[config.mk]
export PLATFORM = sky130hd
export DESIGN_NAME = mem_port_arbiter_flat
export DESIGN_NICKNAME = d
export VERILOG_FILES = /design/src/rtl/mem_port_arbiter_if.sv /design/src/rtl/mem_port_arbiter.sv /design/src/flat_wrapper.sv
export SDC_FILE = /design/constraint.sdc
export NUM_CORES = 1
export LEC_CHECK = 0
export ABC_CLOCK_PERIOD_IN_PS = 4350
export CAP_MARGIN = 20
export CORE_UTILIZATION = 45
export DETAILED_ROUTE_END_ITERATION = 6
export HOLD_SLACK_MARGIN = 0.02
export PLACE_DENSITY = 0.86
export SYNTH_ARGS = -nofsm -noshare
export SYNTH_HDL_FRONTEND = slang
export SYNTH_SLANG_ARGS = --single-unit
[constraint.sdc]
create_clock -name clk_i -period 4.35 [get_ports clk_i]
set_clock_uncertainty 0.05 [all_clocks]
set_input_delay 1.0875 -clock clk_i [delete_from_list [all_inputs] [get_ports clk_i]]
set_output_delay 1.0875 -clock clk_i [all_outputs]
set_load 0.05 [all_outputs]
[src/rtl/mem_port_arbiter_if.sv]
// Bus bundle between the pipeline, the port arbiter and the
// single-ported unified memory.
interface mem_port_arbiter_if #(
  parameter int ADDR_WIDTH = 32,
  parameter int DATA_WIDTH = 32
);
  logic                  if_req_i;
  logic [ADDR_WIDTH-1:0] if_addr_i;
  logic [DATA_WIDTH-1:0] if_data_o;
  logic                  if_ack_o;
  logic [1:0]            dm_row_i;
  logic [ADDR_WIDTH-1:0] dm_addr_i;
  logic [DATA_WIDTH-1:0] dm_wdata_i;
  logic [DATA_WIDTH-1:0] dm_rdata_o;
  logic                  dm_ack_o;
  logic                  mem_en_o;
  logic                  mem_we_o;
  logic [ADDR_WIDTH-1:0] mem_addr_o;
  logic [DATA_WIDTH-1:0] mem_wdata_o;
  logic [DATA_WIDTH-1:0] mem_rdata_i;
  logic                  stall_if_o;
  logic                  stall_mem_o;

  modport slave (
    input  if_req_i, if_addr_i,
    input  dm_row_i, dm_addr_i, dm_wdata_i,
    input  mem_rdata_i,
    output if_data_o, if_ack_o,
    output dm_rdata_o, dm_ack_o,
    output mem_en_o, mem_we_o,
    output mem_addr_o, mem_wdata_o,
    output stall_if_o, stall_mem_o
  );

  modport master (
    output if_req_i, if_addr_i,
    output dm_row_i, dm_addr_i, dm_wdata_i,
    output mem_rdata_i,
    input  if_data_o, if_ack_o,
    input  dm_rdata_o, dm_ack_o,
    input  mem_en_o, mem_we_o,
    input  mem_addr_o, mem_wdata_o,
    input  stall_if_o, stall_mem_o
  );
endinterface

[src/rtl/mem_port_arbiter.sv]
// Arbitrates one single-ported memory between fetch and MEM stage,
// data first, with a starvation guard that eventually forces a fetch.
module mem_port_arbiter #(
  parameter int ADDR_WIDTH   = 32,
  parameter int DATA_WIDTH   = 32,
  parameter int MEM_LATENCY  = 2,
  parameter int STARVE_LIMIT = 4
) (
  input logic clk_i,
  input logic rst_i,
  mem_port_arbiter_if.slave bus
);

  localparam int LW =
    (MEM_LATENCY > 1) ? $clog2(MEM_LATENCY) : 1;
  localparam int SW = $clog2(STARVE_LIMIT + 1);

  typedef enum logic [1:0] {
    IDLE,
    ACCESS,
    RESP
  } state_t;

  state_t state_q, state_d;

  logic [LW-1:0] lat_q, lat_d;
  logic [SW-1:0] starve_q, starve_d;

  logic                  own_dm_q;
  logic                  mem_en_q;
  logic                  mem_we_q;
  logic [ADDR_WIDTH-1:0] mem_addr_q;
  logic [DATA_WIDTH-1:0] mem_wdata_q;
  logic                  if_ack_q;
  logic                  dm_ack_q;
  logic [DATA_WIDTH-1:0] if_data_q;
  logic [DATA_WIDTH-1:0] dm_rdata_q;

  logic dm_pend;
  logic starved;
  logic grant_if;
  logic grant_dm;
  logic last;

  always_comb begin
    dm_pend  = (bus.dm_row_i == 2'b01) ||
               (bus.dm_row_i == 2'b10);
    starved  = (starve_q == SW'(STARVE_LIMIT));
    grant_if = 1'b0;
    grant_dm = 1'b0;
    last     = 1'b0;
    state_d  = state_q;
    lat_d    = lat_q;
    starve_d = starve_q;

    unique case (state_q)
      IDLE: begin
        grant_if = bus.if_req_i & (~dm_pend | starved);
        grant_dm = dm_pend & ~grant_if;
        if (grant_if | grant_dm) begin
          state_d = ACCESS;
          lat_d   = LW'(MEM_LATENCY - 1);
        end
        if (grant_if) begin
          starve_d = '0;
        end else if (grant_dm) begin
          if (!bus.if_req_i)
            starve_d = '0;
          else if (!starved)
            starve_d = starve_q + 1'b1;
        end
      end
      ACCESS: begin
        last = (lat_q == '0);
        if (last)
          state_d = RESP;
        else
          lat_d = lat_q - 1'b1;
      end
      RESP: begin
        state_d = IDLE;
      end
      default: begin
        state_d = IDLE;
      end
    endcase
  end

  always_ff @(posedge clk_i) begin
    if (rst_i) begin
      state_q     <= IDLE;
      lat_q       <= '0;
      starve_q    <= '0;
      own_dm_q    <= 1'b0;
      mem_en_q    <= 1'b0;
      mem_we_q    <= 1'b0;
      mem_addr_q  <= '0;
      mem_wdata_q <= '0;
      if_ack_q    <= 1'b0;
      dm_ack_q    <= 1'b0;
      if_data_q   <= '0;
      dm_rdata_q  <= '0;
    end else begin
      state_q  <= state_d;
      lat_q    <= lat_d;
      starve_q <= starve_d;
      mem_en_q <= 1'b0;
      if_ack_q <= 1'b0;
      dm_ack_q <= 1'b0;

      if (grant_if | grant_dm) begin
        own_dm_q    <= grant_dm;
        mem_en_q    <= 1'b1;
        mem_we_q    <= grant_dm & (bus.dm_row_i == 2'b10);
        mem_addr_q  <= grant_dm ? bus.dm_addr_i : bus.if_addr_i;
        mem_wdata_q <= grant_dm ? bus.dm_wdata_i : '0;
      end

      // Read data lands on the final ACCESS edge, ack follows in RESP
      if (last) begin
        if (own_dm_q) begin
          dm_ack_q <= 1'b1;
          if (!mem_we_q)
            dm_rdata_q <= bus.mem_rdata_i;
        end else begin
          if_ack_q  <= 1'b1;
          if_data_q <= bus.mem_rdata_i;
        end
      end
    end
  end

  assign bus.mem_en_o    = mem_en_q;
  assign bus.mem_we_o    = mem_we_q;
  assign bus.mem_addr_o  = mem_addr_q;
  assign bus.mem_wdata_o = mem_wdata_q;
  assign bus.if_ack_o    = if_ack_q;
  assign bus.dm_ack_o    = dm_ack_q;
  assign bus.if_data_o   = if_data_q;
  assign bus.dm_rdata_o  = dm_rdata_q;
  assign bus.stall_if_o  = bus.if_req_i & ~if_ack_q;
  assign bus.stall_mem_o = dm_pend & ~dm_ack_q;

endmodule
[src/flat_wrapper.sv]
// flat-port wrapper written by rule: the top's interface ports become plain ports
module mem_port_arbiter_flat 
#(
  parameter int ADDR_WIDTH   = 32,
  parameter int DATA_WIDTH   = 32,
  parameter int MEM_LATENCY  = 2,
  parameter int STARVE_LIMIT = 4
)
  (clk_i, rst_i, bus_if_req_i, bus_if_addr_i, bus_dm_row_i, bus_dm_addr_i, bus_dm_wdata_i, bus_mem_rdata_i, bus_if_data_o, bus_if_ack_o, bus_dm_rdata_o, bus_dm_ack_o, bus_mem_en_o, bus_mem_we_o, bus_mem_addr_o, bus_mem_wdata_o, bus_stall_if_o, bus_stall_mem_o);
  mem_port_arbiter_if #(.ADDR_WIDTH(ADDR_WIDTH), .DATA_WIDTH(DATA_WIDTH)) bus_i ();
  input logic clk_i;
  input logic rst_i;
  input wire logic [$bits(bus_i.if_req_i)-1:0] bus_if_req_i;
  input wire logic [$bits(bus_i.if_addr_i)-1:0] bus_if_addr_i;
  input wire logic [$bits(bus_i.dm_row_i)-1:0] bus_dm_row_i;
  input wire logic [$bits(bus_i.dm_addr_i)-1:0] bus_dm_addr_i;
  input wire logic [$bits(bus_i.dm_wdata_i)-1:0] bus_dm_wdata_i;
  input wire logic [$bits(bus_i.mem_rdata_i)-1:0] bus_mem_rdata_i;
  output wire logic [$bits(bus_i.if_data_o)-1:0] bus_if_data_o;
  output wire logic [$bits(bus_i.if_ack_o)-1:0] bus_if_ack_o;
  output wire logic [$bits(bus_i.dm_rdata_o)-1:0] bus_dm_rdata_o;
  output wire logic [$bits(bus_i.dm_ack_o)-1:0] bus_dm_ack_o;
  output wire logic [$bits(bus_i.mem_en_o)-1:0] bus_mem_en_o;
  output wire logic [$bits(bus_i.mem_we_o)-1:0] bus_mem_we_o;
  output wire logic [$bits(bus_i.mem_addr_o)-1:0] bus_mem_addr_o;
  output wire logic [$bits(bus_i.mem_wdata_o)-1:0] bus_mem_wdata_o;
  output wire logic [$bits(bus_i.stall_if_o)-1:0] bus_stall_if_o;
  output wire logic [$bits(bus_i.stall_mem_o)-1:0] bus_stall_mem_o;
  assign bus_i.if_req_i = bus_if_req_i;
  assign bus_i.if_addr_i = bus_if_addr_i;
  assign bus_i.dm_row_i = bus_dm_row_i;
  assign bus_i.dm_addr_i = bus_dm_addr_i;
  assign bus_i.dm_wdata_i = bus_dm_wdata_i;
  assign bus_i.mem_rdata_i = bus_mem_rdata_i;
  assign bus_if_data_o = bus_i.if_data_o;
  assign bus_if_ack_o = bus_i.if_ack_o;
  assign bus_dm_rdata_o = bus_i.dm_rdata_o;
  assign bus_dm_ack_o = bus_i.dm_ack_o;
  assign bus_mem_en_o = bus_i.mem_en_o;
  assign bus_mem_we_o = bus_i.mem_we_o;
  assign bus_mem_addr_o = bus_i.mem_addr_o;
  assign bus_mem_wdata_o = bus_i.mem_wdata_o;
  assign bus_stall_if_o = bus_i.stall_if_o;
  assign bus_stall_mem_o = bus_i.stall_mem_o;
  mem_port_arbiter #(.ADDR_WIDTH(ADDR_WIDTH), .DATA_WIDTH(DATA_WIDTH), .MEM_LATENCY(MEM_LATENCY), .STARVE_LIMIT(STARVE_LIMIT)) u_core (.clk_i(clk_i), .rst_i(rst_i), .bus(bus_i));
endmodule
==> results.ini <==
[outcome]
status = complete, no violations

[clock_network]
cts_made_buffers = 17
cts_tree = built
clock-root-buffer = clkbuf_16
clk-insertion-delay-late_ns = 0.41
htree_levels = 4
clockBufferDepth = 2
post_cts_buffers = 0
path_clk_slew_ns = 0.05
hold_buffers = 0
cts_resized = 0
clkSinkCount = 139

[floorplanning]
rows = 41
die_x_microns = 117
core_sq_um = 12800
initial_core_util_pct = 46.5
die_h_microns = 117
dieArea_sq_um = 13700
ioPinCount = 267

[grt]
grt_pass1_wl_microns = 29400
grt.overflow.total = 0
grt_antenna_before_repair = 0
track_usage_pct = 27.8
grt_pass1_vias = 5867
grt_max_degree = 96

[critical_path]
r2r_cells = 4
end_kind = output pin
cp_max_fo = 6
cp-start-kind = primary input
cp.arrival_ns = 2.66
critPathRequiredTime_ns = 3.21
path_class = primary input to output pin

[yosys]
syn_avg_cell_area_sq_um = 8.64
ys_ff_latch = 139
synth_area_leaders = dfxtp_1 47%, a21oi_1 11%, a2111oi_2 7.8%
yosys_warnings = 0
synth_top_area_share_pct = 46.8
syn_area_sq_um = 5950
synth_sequential_area_ratio_pct = 46.8
ys_types = 33
yosys.area.top_type = dfxtp_1
postSynthCellCount = 688
syn_nets = 824

[drt]
drt_iter0_markers = 656
drc = 0
postRouteAntennaNets = 0
vias_per_cell = 5.73
routedWlPerCell_microns = 17.3
drt-total-wl_microns = 18800
firstDrtPassIters = 5
vias = 6248

[sta]
min_period_ns = 3.79
hold_ws_ns = 0.401
rsz0062_at_grt = no
finalSetupViolCount = 0
slew_violations = 0
fin_tns_setup_ns = 0
max_freq_mhz = 264
fin_crit_sh_pct = 87.2
tightestPinTransition_ns = 1.02
finalHoldViolCount = 0
relSlewSlack_pct = 31.8

[placement]
dpl.hpwl_microns = 12200
gp_congestion = 0.775
placed_area_sq_um = 8570
port_buffers = 266

[power_and_ir_drop]
power_leakage_nw = 3.05
powerDensity_nw_per_um2 = 441
irDropWorstVdd_mv = 0.241

[layout]
finalNetCount = 1043
fin_area_sq_um = 9150
drive_gt1_share_pct = 9.26
final_cell_mix = 264 x clkdlybuf4s50_1, 139 x dfxtp_1, 134 x a21oi_1, 67 x nand2_1, 65 x nand3_1
fillers = 976
insertedDiodeCount = 0
final_common_cell = clkdlybuf4s50_1
area_growth_pct = 53.9

[min_path]
hold_depth = 2
hold_path.class = flip-flop to flip-flop

[job]
cap_violations = 0

==> routing by layer <==
| metal | track usage (%) | wire length (microns) | share of wire (%) |
|---|---|---|---|
| met5 | 0 | 0 | 0 |
| met4 | 14.2 | 631 | 3.4 |
| met3 | 8.96 | 1690 | 9.0 |
| met2 | 45.4 | 9020 | 48 |
| met1 | 32.7 | 7470 | 40 |
==> metrics by stage <==
step	util, %	setup slack, ns	power, mW	instances
floorplan	-	0.796	2.25	688
global placement	67.1	0.549	2.65	1059
detailed placement	67.1	0.555	2.66	1059
CTS	71.5	0.552	4.05	1089
global route	71.6	0.487	4.21	1090
finish	71.6	0.555	4.04	1090
==> sequential cells by signal, summed over array words and instances, names as in the netlist <==
signal	cells
u_core.bus.dm_rdata_o	32
u_core.bus.mem_wdata_o	32
u_core.bus.if_ack_o	1
u_core.bus.mem_addr_o	32
u_core.bus.if_data_o	32
u_core.own_dm_q	1
u_core.lat_q	1
u_core.bus.dm_ack_o	1
u_core.state_q	2
u_core.bus.mem_en_o	1
u_core.bus.mem_we_o	1
u_core.starve_q	3
==> cell families after synthesis <==
logic type | synth area share (%)
compound gates | 25.3
simple gates | 19.4
flops | 46.8
fa+ha+maj | 0.631
buf+inv | 7.81
==> final cells by class <==
type                            instances  area, sq um  share of cell area, %
Clock inverter                          7         92.6                   1.01
Timing Repair Buffer                  284         2840                   31.0
Clock buffer                           23          468                   5.12
Sequential cell                       139         2780                   30.4
Inverter                                4         15.0                  0.164
Tap cell                              172          215                   2.35
Multi-Input combinational cell        461         2740                   29.9
==> worst max-delay path, stage by stage <==
cell             delay, ns
clkdlybuf4s50_1       0.60
nor2b_1               0.16
clkdlybuf4s50_1       0.81
==> report_power, final <==
part           internal (mW)  total, mW  switching (mW)
registers               1.38       1.45          0.0638
logic                  0.435       1.20           0.767
clock network          0.867       1.39           0.523
==> Yosys cell counts (all sizes together) <==
| master | instances |
|---|---|
| and2 | 1 |
| or4b | 1 |
| nor4b | 1 |
| clkbuf | 46 |
| o21ai | 69 |
| nand3b | 2 |
| or2 | 1 |
| nor4 | 64 |
| nor3 | 1 |
| nor2b | 3 |
| nand4 | 2 |
| a2111oi | 32 |
| nand3 | 66 |
| nand2 | 67 |
| inv | 4 |
| a21oi | 134 |
| a311oi | 1 |
| or3b | 1 |
| dfxtp | 139 |
| a31oi | 1 |
| ha | 3 |
| nor3b | 1 |
| and3 | 1 |
| nor2 | 6 |
| nand2b | 2 |
| and2b | 1 |
| buf | 38 |
==> worst paths after layout <==
path                                              start                        end  slack, ns
worst max-delay path                       bus_if_req_i             bus_stall_if_o       0.56
worst min-delay path            u_core.bus.if_data_o[5]    u_core.bus.if_data_o[5]       0.40
worst max register to register        u_core.state_q[1]  u_core.bus.mem_addr_o[19]       1.95
worst min register to register  u_core.bus.if_data_o[5]    u_core.bus.if_data_o[5]       0.40
Note: power is estimated with default switching activity, not from simulation.
